<file path="config.mk">
export PLATFORM = sky130hd
export DESIGN_NAME = orbit_frame_loader
export DESIGN_NICKNAME = d
export VERILOG_FILES = /design/src/rtl/orbit_frame_loader.sv
export SDC_FILE = /design/constraint.sdc
export NUM_CORES = 1
export LEC_CHECK = 0
export ABC_AREA = 1
export CAP_MARGIN = 10
export CORE_MARGIN = 4
export CORE_UTILIZATION = 49
export CTS_CLUSTER_SIZE = 24
export DETAILED_ROUTE_END_ITERATION = 8
export HOLD_SLACK_MARGIN = 0.06
export PLACE_DENSITY_LB_ADDON = 0.12
export SETUP_SLACK_MARGIN = 0.4
export SYNTH_ARGS = -nofsm -noshare
export SYNTH_HDL_FRONTEND = slang
export SYNTH_SLANG_ARGS = --single-unit
</file>
<file path="constraint.sdc">
create_clock -name iClkOrb -period 2.56 [get_ports iClkOrb]
set_input_delay 0.512 -clock iClkOrb [delete_from_list [all_inputs] [get_ports iClkOrb]]
set_output_delay 0.512 -clock iClkOrb [all_outputs]
set_load 0.005 [all_outputs]
</file>
<file path="src/rtl/orbit_frame_loader.sv">
// orbit_frame_loader
// ------------------
// Ping-pong buffer writer for the orbit serializer. Telemetry words are
// written into the RAM half the serializer is NOT reading (bank ~iSwitch).
// Every serializer bank switch (a change on iSwitch) restarts filling the
// freed half at word index 0.
//
// Optional feature macro: LOADER_DROPCNT_EN
//   defined   -> oDropCnt port and 16-bit saturating dropped-word counter
//   undefined -> port and counter omitted, dropped words silently discarded
//
// Ports:
//   iClkOrb    system clock, shared with the serializer
//   reset      asynchronous, active-low reset
//   iData      12-bit telemetry word
//   iDataVal   single-cycle valid strobe for iData
//   iSwitch    serializer bank-switch level (serializer reads bank iSwitch)
//   oWrAddr    RAM write address {bank, word index}
//   oWrData    RAM write data
//   oWrEn      RAM write enable, one cycle per word
//   oFrameRdy  pulse alongside the write of the last word of a bank
//   oShort     pulse one cycle after a bank switch that cut a bank short
//   oBusy      high while in FILL
//   oDropCnt   saturating dropped-word count (LOADER_DROPCNT_EN only)

module orbit_frame_loader #(
    parameter int FRAME_WORDS = 2048,
    parameter int ADDR_W      = 11
) (
`ifdef LOADER_DROPCNT_EN
    output logic [15:0]       oDropCnt,
`endif
    input  logic              iClkOrb,
    input  logic              reset,
    input  logic [11:0]       iData,
    input  logic              iDataVal,
    input  logic              iSwitch,
    output logic [ADDR_W:0]   oWrAddr,
    output logic [11:0]       oWrData,
    output logic              oWrEn,
    output logic              oFrameRdy,
    output logic              oShort,
    output logic              oBusy
);

    localparam logic [ADDR_W-1:0] LAST_IDX = ADDR_W'(FRAME_WORDS - 1);

    typedef enum logic [1:0] {
        SYNC = 2'd0,
        FILL = 2'd1,
        FULL = 2'd2
    } state_t;

    state_t            state;
    logic              swR;
    logic [ADDR_W-1:0] wrIdx;

    logic              tog;
    logic              accept;
    logic [ADDR_W-1:0] idxEff;

    // A toggle is applied before a coincident word, so a word arriving in the
    // toggle cycle is always accepted and lands at index 0 of the new bank.
    always_comb begin
        tog    = iSwitch ^ swR;
        accept = iDataVal && (tog || (state == FILL));
        idxEff = tog ? '0 : wrIdx;
    end

    always_ff @(posedge iClkOrb or negedge reset) begin
        if (!reset) begin
            state     <= SYNC;
            swR       <= 1'b0;
            wrIdx     <= '0;
            oWrAddr   <= '0;
            oWrData   <= '0;
            oWrEn     <= 1'b0;
            oFrameRdy <= 1'b0;
            oShort    <= 1'b0;
            oBusy     <= 1'b0;
        end else begin
            swR       <= iSwitch;
            oWrEn     <= 1'b0;
            oFrameRdy <= 1'b0;
            // In FILL the bank is by construction not yet full, so any
            // toggle seen there cuts the current frame short.
            oShort    <= tog && (state == FILL);

            if (accept) begin
                oWrEn   <= 1'b1;
                oWrAddr <= {~iSwitch, idxEff};
                oWrData <= iData;
                if (idxEff == LAST_IDX) begin
                    oFrameRdy <= 1'b1;
                    wrIdx     <= '0;
                    state     <= FULL;
                    oBusy     <= 1'b0;
                end else begin
                    wrIdx <= idxEff + ADDR_W'(1);
                    state <= FILL;
                    oBusy <= 1'b1;
                end
            end else if (tog) begin
                wrIdx <= '0;
                state <= FILL;
                oBusy <= 1'b1;
            end
        end
    end

`ifdef LOADER_DROPCNT_EN
    always_ff @(posedge iClkOrb or negedge reset) begin
        if (!reset) begin
            oDropCnt <= '0;
        end else if (iDataVal && !accept && (oDropCnt != 16'hFFFF)) begin
            oDropCnt <= oDropCnt + 16'd1;
        end
    end
`endif

endmodule

</file>
# After elaboration in Yosys (flattened, before gate mapping)
# Cells that the tools add are included.
word_totals:
  elab_cells: 30
  reg_bits: 42
  out_inout_bits: 28
op_classes:
  addsub: 1
  bitwise: 2
  n_mux: 12
  n_eq_ne: 2
  n_reduce_logical: 4
ops:
  columns: ["op", "n"]
  rows:
  - ["2-to-1 mux 11 bit", 3]
  - ["adder 11 x 1 -> 11 bit (second input constant)", 1]
  - ["equality test 11 bit (second input constant)", 1]
  - ["2-to-1 mux 1 bit", 6]
  - ["2-to-1 mux 2 bit", 3]
  - ["equality test 2 x 1 -> 1 bit (second input constant)", 1]
  - ["logical AND 1 bit", 2]
  - ["nonzero test 2 bit", 1]
  - ["logical OR 1 bit", 1]
  - ["NOT 1 bit", 1]
  - ["bitwise XOR 1 bit", 1]

# Longest topological paths before layout
# Gate-level depths: netlist of the first run.
depth:
  ltp_word: 5
  depth_mapped: 15
  depth_no_buf: 14

# Worst setup path before layout of the first run
# No wires, ideal clock.
synth_timing:
  kind: "in2reg"
  startpoint: "input iSwitch"
  endpoint: "register wrIdx[3]"
  setup_ns: 0.120
  cell_stages: 14
  slack_ns: 0.638
  arrival_time_ns: 1.803
  n_path_buf: 1
  cell_sequence: "inv_1 nand2_1 nand2_4 buf_6 nand2_1 inv_1 ha_1 nand2_1 inv_1 nand3_1 inv_1 nand3_2 nor2_4 nor2_1"
synth_via:
  elab_chain_len: 5
synth_rtl:
  columns: ["item", "line", "text"]
  rows:
  - ["from (decl)", "37", "input logic iSwitch,"]
  - ["bitwise XOR 1 bit *", "65", "tog = iSwitch ^ swR;"]
  - ["2-to-1 mux 11 bit *", null, null]
  - ["named net idxEff[0]", "60", "logic [ADDR_W-1:0] idxEff;"]
  - ["adder 11 x 1 -> 11 bit / equality test 11 bit (equally long branches)", "99, 93", null]
  - ["2-to-1 mux 11 bit *", "93", "if (idxEff == LAST_IDX) begin"]
  - ["2-to-1 mux 11 bit *", "89", "if (accept) begin"]
  - ["to (signal assigned)", "99", "wrIdx <= idxEff + ADDR_W'(1);"]
  - ["to (decl)", "56", "logic [ADDR_W-1:0] wrIdx;"]
# Mark *: on every way through the listed nets, which the timed path passes. The rest lies on a longest branch.
# A chain may end at the register's enable or synchronous reset.

# Worst setup path after layout of the first run
layout_timing:
  startpoint: "register swR"
  endpoint: "register wrIdx[10]"
layout_via:
  elab_chain_len: 5
layout_rtl:
  columns: ["item", "line", "text"]
  rows:
  - ["from (decl)", "55", "logic swR;"]
  - ["from (signal assigned)", "82", "swR <= iSwitch;"]
  - ["bitwise XOR 1 bit *", "65", null]
  - ["2-to-1 mux 11 bit *", null, null]
  - ["named net idxEff[0]", "60", null]
  - ["adder 11 x 1 -> 11 bit / equality test 11 bit (equally long branches)", "99, 93", null]
  - ["2-to-1 mux 11 bit *", "93", null]
  - ["2-to-1 mux 11 bit *", "89", null]
# Marks and branches as above.

==> summary.md, run 1 <==
| Metric | Value |
|---|---|
| Count of pins over their slew limit | 0 |
| CP startpoint kind | flop |
| Vias in the first global route | between 1000 and 1500 |
| Post-synthesis register bit count | just over 40 |
| Final period util | 0.684 |
| Post-CTS Setup Repair Bufs | 0 |
| Ratio of cells with drive above 1 in the final layout | 0.0940 |
| Pre-antenna DRT Iters | 4 |
| CTS H-Tree Depth | 2 |
| Crit path max-delay cell type | dfrtp_1 |
| Crit Path Class | reg -> reg |
| Gpl congestion | approximately 0.9 |
| Non-filler instance count after layout | 312 |
| Yosys top cell area share | 0.561 |
| Final setup viols | 0 |
| Crit-path cells | inv_1 > nand2_1 > nand2_4 > nand2_1 > inv_1 > ha_1 > nand2_1 > inv_1 > nand3_1 > inv_2 > nand3_2 > inv_1 > nand2_1 > a21oi_1 |
| Post-synthesis cell type count | 20 |
| Max frequency | between 500 and 600 MHz |
| Die Wd | between 60 and 70 microns |
| Top cells by area, synth | dfrtp_1 (56%), nand2_1 (18%), inv_1 (4.1%) |
| CP Capture Type | flop |
| Clock buffer depth | 2 |
| Clock root buffer | clkbuf_8 |
| Placed cells | between 300 and 400 |
| Antenna violations before repair | 0 |
| CP max stage delay | roughly 400 ps |
| Count of final hold-check violations | 0 |
| Crit-path leading delay family | simple AND/OR/NAND/NOR gates |
| Ys Warns | 0 |
| I/O pins | between 40 and 50 |
| Worst VDD drop | 0.332 mV |
| Via-per-instance ratio | about 4.7 |
| Clock buffer count from CTS | 5 |
| Slew margin rel. | 0.424 |
| Core area | between 3000 and 4000 sq um |
| Worst-margin pin slew | between 800 and 900 ps |
| # port buffers | 43 |
| Sequential area share after synthesis | 0.561 |
| Layout area overhead | 33.7% |
| Status | complete, no violations |
| Largest net degree at the start of global routing | 42 |
| Clock-pin slew on the worst setup and hold paths | ~70 ps |
| Row count | 21 |
| Clk_skew | between 6 and 7 ps |
| Number of nets in the layout | 282 |
| Routed WL | ~3.7 mm |
| Starting density of the core | 0.527 |
| LEAKAGE | around 1.2 nW |
| R2R Path Start | swR |
| Mapped Nets | 231 |
| Gate Count Post-Synth | between 200 and 250 |
| Leading area contributor after synthesis | dfrtp_1 |
| Maxcap violations | 0 |
| Full die area | approximately 4800 sq um |
| 1st-iter DRT viols | 60 |
| Reg2reg path depth | 14 |
| Crit path from | swR |
| Synthesized area per cell | around 8.5 sq um |
| Congestion Overflow GR | 0 |
| Post-route ant nets | 0 |
| Post-DP HPWL | between 2 and 3 mm |
| Overall Global Routing Usage | 0.168 |
| Req. time, crit path | 2780 ps |
| FF-to-FF End | wrIdx[10] |
| Synthesized area | 1830 sq um |
| Worst Hold Class | in -> async |
| Vias | around 1500 |
| # DRC | 0 |
| CP arrival | between 1500 and 2000 ps |
| DR WL/cell | approximately 12 microns |
| Final Power | ~1.4 mW |
| Ant diodes | 0 |
| First-pass GRT wire length | approximately 6.4 mm |
| R2R Setup Slk | roughly 800 ps |
| Die H | between 60 and 70 microns |
| Setup TNS | 0 ps |
| Worst path bufs/invs | 5 |
| Post-layout min period | 1750 ps |
| Clock Latency Late Sink | a little under 300 ps |
| Clk sinks | 41 |
| Pwr dens | 563 nW/um^2 |
| Crit path max fanout | 5 |
| RSZ-0062 raised after global routing | no |
| CTS tree | yes |
## routing by layer
| layer | up-vias | global-route usage | routed length [microns] |
|---|---|---|---|
| met3 | 9 | 0.0509 | 204 |
| met5 | - | 0 | 0 |
| li1 | 755 | - | - |
| met2 | 39 | 0.252 | 1690 |
| met1 | 660 | 0.219 | 1690 |
| met4 | 0 | 0.0846 | 73 |
## power by group
group | switching, mW | leakage [nW] | internal (mW)
Sequential | 0.0155 | 0.533 | 0.676
Clock | 0.211 | 0.0585 | 0.318
Combinational | 0.0725 | 0.648 | 0.0849
Total | 0.299 | 1.24 | 1.08
## synthesized netlist by cell type
cell type and n:
a21boi_4 1, a21oi_1 2, buf_2 4, buf_4 1, buf_6 1, dfrtp_1 41
ha_1 1, inv_1 20, inv_2 1, nand2_1 90, nand2_4 1, nand3_1 12
nand3_2 1, nand4_1 2, nand4_4 1, nor2_1 17, nor2_4 3, o21ai_0 10
o21ai_2 1, xor2_1 4
## worst reg2reg max path, stage by stage, from the launching register on
cell	delay (ps)
dfrtp_1	400
inv_1	80
nand2_1	90
nand2_4	60
nand2_1	70
inv_1	90
ha_1	180
nand2_1	60
inv_1	60
nand3_1	100
inv_2	110
nand3_2	130
inv_1	80
nand2_1	50
a21oi_1	120
## how the worst max path moves through the flow
stage | endpoint | depth (start not counted)
floorplan | wrIdx[3] | 14
global placement | wrIdx[10] | 13
detailed placement | wrIdx[9] | 14
CTS | wrIdx[10] | 14
global route | wrIdx[9] | 13
finish | wrIdx[10] | 14
## layout make-up
type,instances,area [sq um]
inverters,21,78.8
clock inverters,1,30.0
repair buffers,50,480
clock buffers,7,86.3
fillers,304,1020
flip-flops and latches,41,1030
well taps,46,57.6
multi-input cells,146,686
## registers in the layout, indices dropped and copies added (netlist names)
register and cells:
oFrameRdy 1, oWrAddr 12, oWrEn 1, oWrData 12, swR 1, state 2, wrIdx 11, oShort 1
## cell families after synthesis
| family | Yosys count | synth area share |
|---|---|---|
| DFF | 41 | 0.561 |
| adders and majority gates | 1 | 0.00684 |
| xor gates and xnor gates | 4 | 0.0191 |
| and+or+nand+nor | 127 | 0.301 |
| AOI/OAI and AO/OA | 14 | 0.0479 |
| buffers and inverters | 27 | 0.0643 |
## placed cells by master, fill, tap and decap left out, drive strengths merged
| cell type | netlist | final |
|---|---|---|
| nand2 | 91 | 91 |
| clkdlybuf4s50 | 0 | 41 |
| dfrtp | 41 | 41 |
| inv | 21 | 21 |
| nor2 | 20 | 20 |
| nand3 | 13 | 13 |
| o21ai | 11 | 11 |
| buf | 6 | 8 |
| clkbuf | 0 | 7 |
| xor2 | 4 | 4 |
| nand4 | 3 | 3 |
| a21oi | 2 | 2 |
| a21boi | 1 | 1 |
| ha | 1 | 1 |
| bufinv | 0 | 1 |
| dlymetal6s2s | 0 | 1 |
## timing repair
action	in CTS	in global routing
setup endpoints to repair	0	10
hold endpoints to repair	0	0
gates resized for setup	0	2
hold buffers	0	0
## stage by stage
| stage | cell area (sq um) | hold slack (ps) | setup slack (ps) | utilization |
|---|---|---|---|---|
| 4_1_cts | 2440 | 365 | 422 | 0.704 |
| 2_1_floorplan | 1830 | 216 | 638 | - |
| 5_1_grt | 2440 | 409 | 608 | 0.705 |
| 3_3_place_gp | 2330 | 459 | 185 | 0.671 |
| 3_5_place_dp | 2330 | 467 | 121 | 0.671 |
| 6_report | 2440 | 328 | 809 | 0.705 |
(Power assumes the default switching activity.)
==> run 2, diff against run 1 <==
Clock period 2.56 ns to 1.75 ns, I/O delays scaled along.
==> run 2 against run 1 <==
Compared with the run above:
- total power increased by 37%
- critical path depth decreased by 1
- highest routed layer unchanged
- worst setup slack got worse by 690 ps
- fmax increased by 7.4%
- global-route usage increased by 1.9 points
- first-iteration DRC count increased by 110%
- sequential cell count unchanged
- non-clock buffer count increased by 30
- routed wire length increased by 30%
==> summary.md, run 2 (same netlist as run 1, synthesis figures left out) <==
| Metric | Value |
|---|---|
| Status | complete, no violations (unchanged) |
| Maxcap violations | 0 (unchanged) |
| CP arrival | 1820 ps (was 1970 ps) |
| RSZ-0062 raised after global routing | yes (was no) |
| Final hold slack | 378 ps (was 328 ps) |
| Max frequency | 613 MHz (was 571 MHz) |
| Count of pins over their slew limit | 0 (unchanged) |
| Crit-path leading delay family | simple AND/OR/NAND/NOR gates (unchanged) |
| Crit Path Class | reg -> reg (unchanged) |
| Starting density of the core | 0.527 (unchanged) |
| # DRC | 0 (unchanged) |
| Vias in the first global route | 1537 (was 1434) |
| Die Wd | 69.1 microns (unchanged) |
| Pre-antenna DRT Iters | 4 (unchanged) |
| Largest net degree at the start of global routing | 28 (was 42) |
| Worst-margin pin slew | 491 ps (was 864 ps) |
| CTS H-Tree Depth | 2 (unchanged) |
| Largest registers | oWrAddr x12, oWrData x12, wrIdx x11 (unchanged) |
| Overall Global Routing Usage | 0.186 (was 0.168) |
| Clock root buffer | clkbuf_8 (unchanged) |
| Post-DP HPWL | 3.01 mm (was 2.69 mm) |
| CTS tree | yes (unchanged) |
| Pwr dens | 680 nW/um^2 (was 563 nW/um^2) |
| Post-layout min period | 1630 ps (was 1750 ps) |
| Row count | 21 (unchanged) |
| Most frequent cells in the layout | nand2_1 (85), dfrtp_1 (41), dlygate4sd2_1 (28) (was nand2_1 (90), clkdlybuf4s50_1 (41), dfrtp_1 (41)) |
| Worst path bufs/invs | 3 (was 5) |
| Number of nets in the layout | 312 (was 282) |
| 1st-iter DRT viols | 126 (was 60) |
| I/O pins | 44 (unchanged) |
| Req. time, crit path | 1940 ps (was 2780 ps) |
| Gpl congestion | 0.857 (was 0.901) |
| Placed instance area | 2540 sq um (was 2330 sq um) |
| Layout fillers | 245 (was 304) |
| Die H | 69.1 microns (unchanged) |
| Ratio of cells with drive above 1 in the final layout | 0.233 (was 0.0940) |
| Clk sinks | 41 (unchanged) |
| Count of final hold-check violations | 0 (unchanged) |
| CP Capture Type | flop (unchanged) |
| Post-layout util | 0.803 (was 0.705) |
| Worst Hold Class | in -> reg (was in -> async) |
| Commonest non-fill, non-tap cell in the layout | nand2_1 (unchanged) |
| Clock buffer depth | 2 (unchanged) |
| Crit path max fanout | 4 (was 5) |
| DR WL/cell | 13.9 microns (was 11.7 microns) |
| Layout area overhead | 52.2% (was 33.7%) |
| Ant diodes | 0 (unchanged) |
| CP startpoint kind | flop (unchanged) |
| Clock buffer count from CTS | 5 (unchanged) |
| Crit-path cells | inv_2 > nand2_2 > nand2_4 > nand2_4 > inv_4 > ha_4 > nand2_2 > inv_2 > nand3_4 > nor2_1 > nand4_1 > nand2_1 > nor2_1 (was inv_1 > nand2_1 > nand2_4 > nand2_1 > inv_1 > ha_1 > nand2_1 > inv_1 > nand3_1 > inv_2 > nand3_2 > inv_1 > nand2_1 > a21oi_1) |
| Routed WL | 4.74 mm (was 3.66 mm) |
| Vias | 1674 (was 1463) |
| Full die area | 4770 sq um (unchanged) |
| Clk_skew | 7.36 ps (was 6.03 ps) |
| Worst VDD drop | 0.551 mV (was 0.332 mV) |
| # port buffers | 43 (unchanged) |
| First-pass GRT wire length | 7.07 mm (was 6.43 mm) |
| Post-route ant nets | 0 (unchanged) |
| Clock Latency Late Sink | 300 ps (was 290 ps) |
| Slew margin rel. | 0.672 (was 0.424) |
| Core area | 3470 sq um (unchanged) |
| Placed cells | 322 (was 304) |
| LEAKAGE | 1.48 nW (was 1.24 nW) |
| Congestion Overflow GR | 0 (unchanged) |
| Clock-pin slew on the worst setup and hold paths | 70 ps (about the same) |
| Non-filler instance count after layout | 342 (was 312) |
| Crit path max-delay cell type | dfrtp_1 (unchanged) |
| Antenna violations before repair | 0 (unchanged) |
| Cell area after layout | 2780 sq um (was 2440 sq um) |
| CP max stage delay | 410 ps (was 400 ps) |
| Final setup viols | 0 (unchanged) |
| Final period util | 0.932 (was 0.684) |
| Via-per-instance ratio | 4.89 (was 4.69) |
## run 2: changes by cell type in the layout (fill, tap and decap cells not counted), sizes merged
cell	change
clkdlybuf4s50	-28
dlygate4sd2	+28
buf	+27
clkinv	+2
bufinv	-1
clkbuf	+1
clkdlybuf4s15	+1
dlygate4sd3	+1
dlymetal6s2s	-1
## run 2: through the flow
stage | worst slack [ps] | setup TNS [ps] | power (mW)
3_3_place_gp | -387 | -8420 | 1.30
3_5_place_dp | -473 | -10660 | 1.31
4_1_cts | 127 | 0 | 1.87
6_report | 119 | 0 | 1.89
2_1_floorplan | 109 | 0 | 1.12
5_1_grt | 13.5 | 0 | 1.99
## run 2: power breakdown
part,switching (mW),leakage [nW],internal [mW]
registers,0.0226,0.533,0.989
clock network,0.309,0.0450,0.276
logic,0.137,0.899,0.160
## run 2: repair_timing
| item | CTS | global route |
|---|---|---|
| hold endpoints to repair | 21 | 0 |
| buffers inserted | 5 | 3 |
| resized for setup | 39 | 14 |
| gates cloned | 0 | 3 |
| pin swaps | 5 | 3 |
| endpoints found under the setup margin | 67 | 39 |
| hold buffers | 1 | 0 |
## run 2: final cells by class
class | count | area, sq um | share of cell area
Sequential cell | 41 | 1030 | 0.369
Timing Repair Buffer | 80 | 769 | 0.276
Multi-Input combinational cell | 146 | 764 | 0.275
Inverter | 21 | 83.8 | 0.0301
Clock buffer | 6 | 72.6 | 0.0261
Tap cell | 46 | 57.6 | 0.0207
Clock inverter | 2 | 10.0 | 0.00360
## run 2: path summary, 6_finish.rpt
kind	start	endpoint	slack (ps)	depth (start not counted)
min in group asynchronous	reset	oWrAddr[6]	540	2
max	swR	wrIdx[7]	120	13
min reg2reg	oWrData[5]	oWrData[5]	480	2
max reg2reg	swR	wrIdx[7]	120	13
max in group asynchronous	reset	oWrData[8]	730	3
min	iSwitch	swR	380	1
## run 2: worst reg2reg max path: stages (launching register included)
cell,delay (ps)
dfrtp_1,410
inv_2,80
nand2_2,60
nand2_4,110
nand2_4,70
inv_4,60
ha_4,130
nand2_2,50
inv_2,70
nand3_4,80
nor2_1,100
nand4_1,160
nand2_1,110
nor2_1,40
## run 2: layer usage
metal  global-route usage  up-vias  part of all wire  wire (microns)
met4               0.0390        0             0.022             102
met5                    0        -                 0               0
met3               0.0712       11             0.065             309
li1                     -      819                 -               -
met1                0.242      781              0.42            1970
met2                0.298       63              0.50            2360
==> run 3, diff against run 2 <==
Settings changed: CORE_UTILIZATION 49 to 50.
Clock period 1.75 ns to 2.07 ns, I/O delays scaled along.
==> run 3 against run 2 <==
Compared with the run above:
- worst setup slack better by 340 ps
- sequential share of layout area increased by 1.2 points
- clock power decreased by 12%
- first-iteration DRC count increased by 4.0%
- fmax rose by 1.5%
- total power fell by 14%
- critical endpoint is now wrIdx[9]
- largest power group unchanged
==> summary.md, run 3 (same netlist as run 1, synthesis figures left out) <==
| Metric | Value |
|---|---|
| Status | complete, no violations (unchanged) |
| Full die area | 4690 sq um (was 4770 sq um) |
| Count of pins over their slew limit | 0 (unchanged) |
| GRT met3 Usage | 0.0575 (was 0.0712) |
| CTS Hold Buffers Added | 0 (was 1) |
| Clock power frac | 0.318 (was 0.309) |
| 1st-iter DRT viols | 131 (was 126) |
| Maxcap violations | 0 (unchanged) |
| Worst Hold Class | in -> async (was in -> reg) |
| Crit Path Class | reg -> reg (unchanged) |
| Sequential Power Share | 0.530 (was 0.534) |
| Clock buffer depth | 2 (unchanged) |
| Non-filler instance count after layout | 338 (was 342) |
| Routed WL | 4.12 mm (was 4.74 mm) |
| Vias in the first global route | 1517 (was 1537) |
| Clk sinks | 41 (unchanged) |
| Count of final hold-check violations | 0 (unchanged) |
| Core area | 3440 sq um (was 3470 sq um) |
| Crit path max-delay cell type | dfrtp_1 (unchanged) |
| Number of nets in the layout | 309 (was 312) |
| Gpl congestion | 0.881 (was 0.857) |
| Final setup viols | 0 (unchanged) |
| Clock-pin slew on the worst setup and hold paths | 70 ps (about the same) |
| Commonest non-fill, non-tap cell in the layout | nand2_1 (unchanged) |
| Overall Global Routing Usage | 0.199 (was 0.186) |
| Max frequency | 622 MHz (was 613 MHz) |
| GR Layer Usage met2 | 0.316 (was 0.298) |
| Final period util | 0.776 (was 0.932) |
| Clock Latency Late Sink | 290 ps (was 300 ps) |
| RSZ-0062 raised after global routing | no (was yes) |
| Crit path from | swR (unchanged) |
| Via-per-instance ratio | 4.71 (was 4.89) |
| CP arrival | 1790 ps (was 1820 ps) |
| Largest registers | oWrAddr x12, oWrData x12, wrIdx x11 (unchanged) |
| Cell area after layout | 2700 sq um (was 2780 sq um) |
| Crit path max fanout | 6 (was 4) |
| Sw frac | 0.234 (was 0.247) |
| Ant diodes | 0 (unchanged) |
| Switching power | 379 uW (was 468 uW) |
| I/O pins | 44 (unchanged) |
| CTS H-Tree Depth | 2 (unchanged) |
| First-pass GRT wire length | 6.75 mm (was 7.07 mm) |
| Pwr dens | 600 nW/um^2 (was 680 nW/um^2) |
| DR WL/cell | 12.2 microns (was 13.9 microns) |
| Crit-path cells | nand2_1 > nand2_4 > buf_4 > a21boi_4 > buf_4 > nand3_4 > nor2_4 > nor2_2 (was inv_2 > nand2_2 > nand2_4 > nand2_4 > inv_4 > ha_4 > nand2_2 > inv_2 > nand3_4 > nor2_1 > nand4_1 > nand2_1 > nor2_1) |
| Die Wd | 68.5 microns (was 69.1 microns) |
| Post-DP HPWL | 2.99 mm (was 3.01 mm) |
| Grt met1 use | 0.248 (was 0.242) |
| Post-layout util | 0.784 (was 0.803) |
| Die H | 68.5 microns (was 69.1 microns) |
| Post-route ant nets | 0 (unchanged) |
| Busiest grt layer | met2 (unchanged) |
| Vias | 1593 (was 1674) |
| Ratio of cells with drive above 1 in the final layout | 0.229 (was 0.233) |
| Clock root buffer | clkbuf_8 (unchanged) |
| Slew margin rel. | 0.514 (was 0.672) |
| Crit-path most repeated cell | buf_4 |
| Post-layout min period | 1610 ps (was 1630 ps) |
| CTS tree | yes (unchanged) |
| Antenna violations before repair | 0 (unchanged) |
| Most frequent cells in the layout | nand2_1 (86), clkdlybuf4s50_1 (41), dfrtp_1 (41) (was nand2_1 (85), dfrtp_1 (41), dlygate4sd2_1 (28)) |
| Pre-antenna DRT Iters | 4 (unchanged) |
| Congestion Overflow GR | 0 (unchanged) |
| # DRC | 0 (unchanged) |
| Comb pwr share | 0.152 (was 0.157) |
| R2R Path Start | swR (unchanged) |
| Worst-margin pin slew | 730 ps (was 491 ps) |
| Worst VDD drop | 0.487 mV (was 0.551 mV) |
| LEAKAGE | 1.34 nW (was 1.48 nW) |
| CP max stage delay | 400 ps (was 410 ps) |
| # port buffers | 43 (unchanged) |
| Largest net degree at the start of global routing | 35 (was 28) |
| CP startpoint kind | flop (unchanged) |
| Row count | 21 (unchanged) |
| Setup TNS | 0 ps (unchanged) |
| Placed cells | 321 (was 322) |
| Placed instance area | 2500 sq um (was 2540 sq um) |
| Clock buffer count from CTS | 5 (unchanged) |
| CP Capture Type | flop (unchanged) |
| Int Pwr | 1.24 mW (was 1.42 mW) |
| Starting density of the core | 0.531 (was 0.527) |
| Clk_skew | 2.47 ps (was 7.36 ps) |
| Layout area overhead | 47.5% (was 52.2%) |
| Req. time, crit path | 2250 ps (was 1940 ps) |
## run 3: cell type report
cell class                 count  area (sq um)
timing repair buffer          77           693
tap                           46          57.6
sequential                    41          1030
inverter                      21          83.8
fill                         231           743
clock buffer                   7          86.3
multi-input combinational    146           752
## run 3: critical path: cells and delay by family, from the launching register on
kind,cells,cell delay (ps)
compound gates,1,240
buf+inv,2,330
flops,1,400
simple gates,5,510
## run 3: timing repair
action,CTS,global route
resized for setup,2,13
setup buffers,3,7
pin swaps,2,10
setup endpoints to repair,24,11
## run 3: final timing paths
kind,slack (ps),cells after the start,to
max reg2reg,460,8,wrIdx[9]
max in group asynchronous,1330,2,oWrData[0]
min in group iClkOrb,480,2,oWrData[7]
min,180,1,wrIdx[6]
min reg2reg,480,2,oWrData[7]
max,460,8,wrIdx[9]
## run 3: per-layer routing
metal	share of wire	up-vias
met4	0.023	0
met3	0.052	11
li1	-	813
met5	0	-
met2	0.48	44
met1	0.44	725
## run 3: metrics by stage
step           worst slack (ps)  hold slack (ps)  total power, mW
6_report                    463              178             1.62
5_1_grt                     354              235             1.70
3_5_place_dp               -181              465             1.10
3_3_place_gp               -107              457             1.09
2_1_floorplan               409              118            0.949
4_1_cts                     412              199             1.62
## run 3: power groups by stage
stage               logic (mW)  clock network, mW  registers, mW
floorplan               0.0766                  0          0.873
global placement         0.221                  0          0.871
detailed placement       0.224                  0          0.871
CTS                      0.232              0.529          0.857
global route             0.271              0.571          0.862
finish                   0.246              0.516          0.858
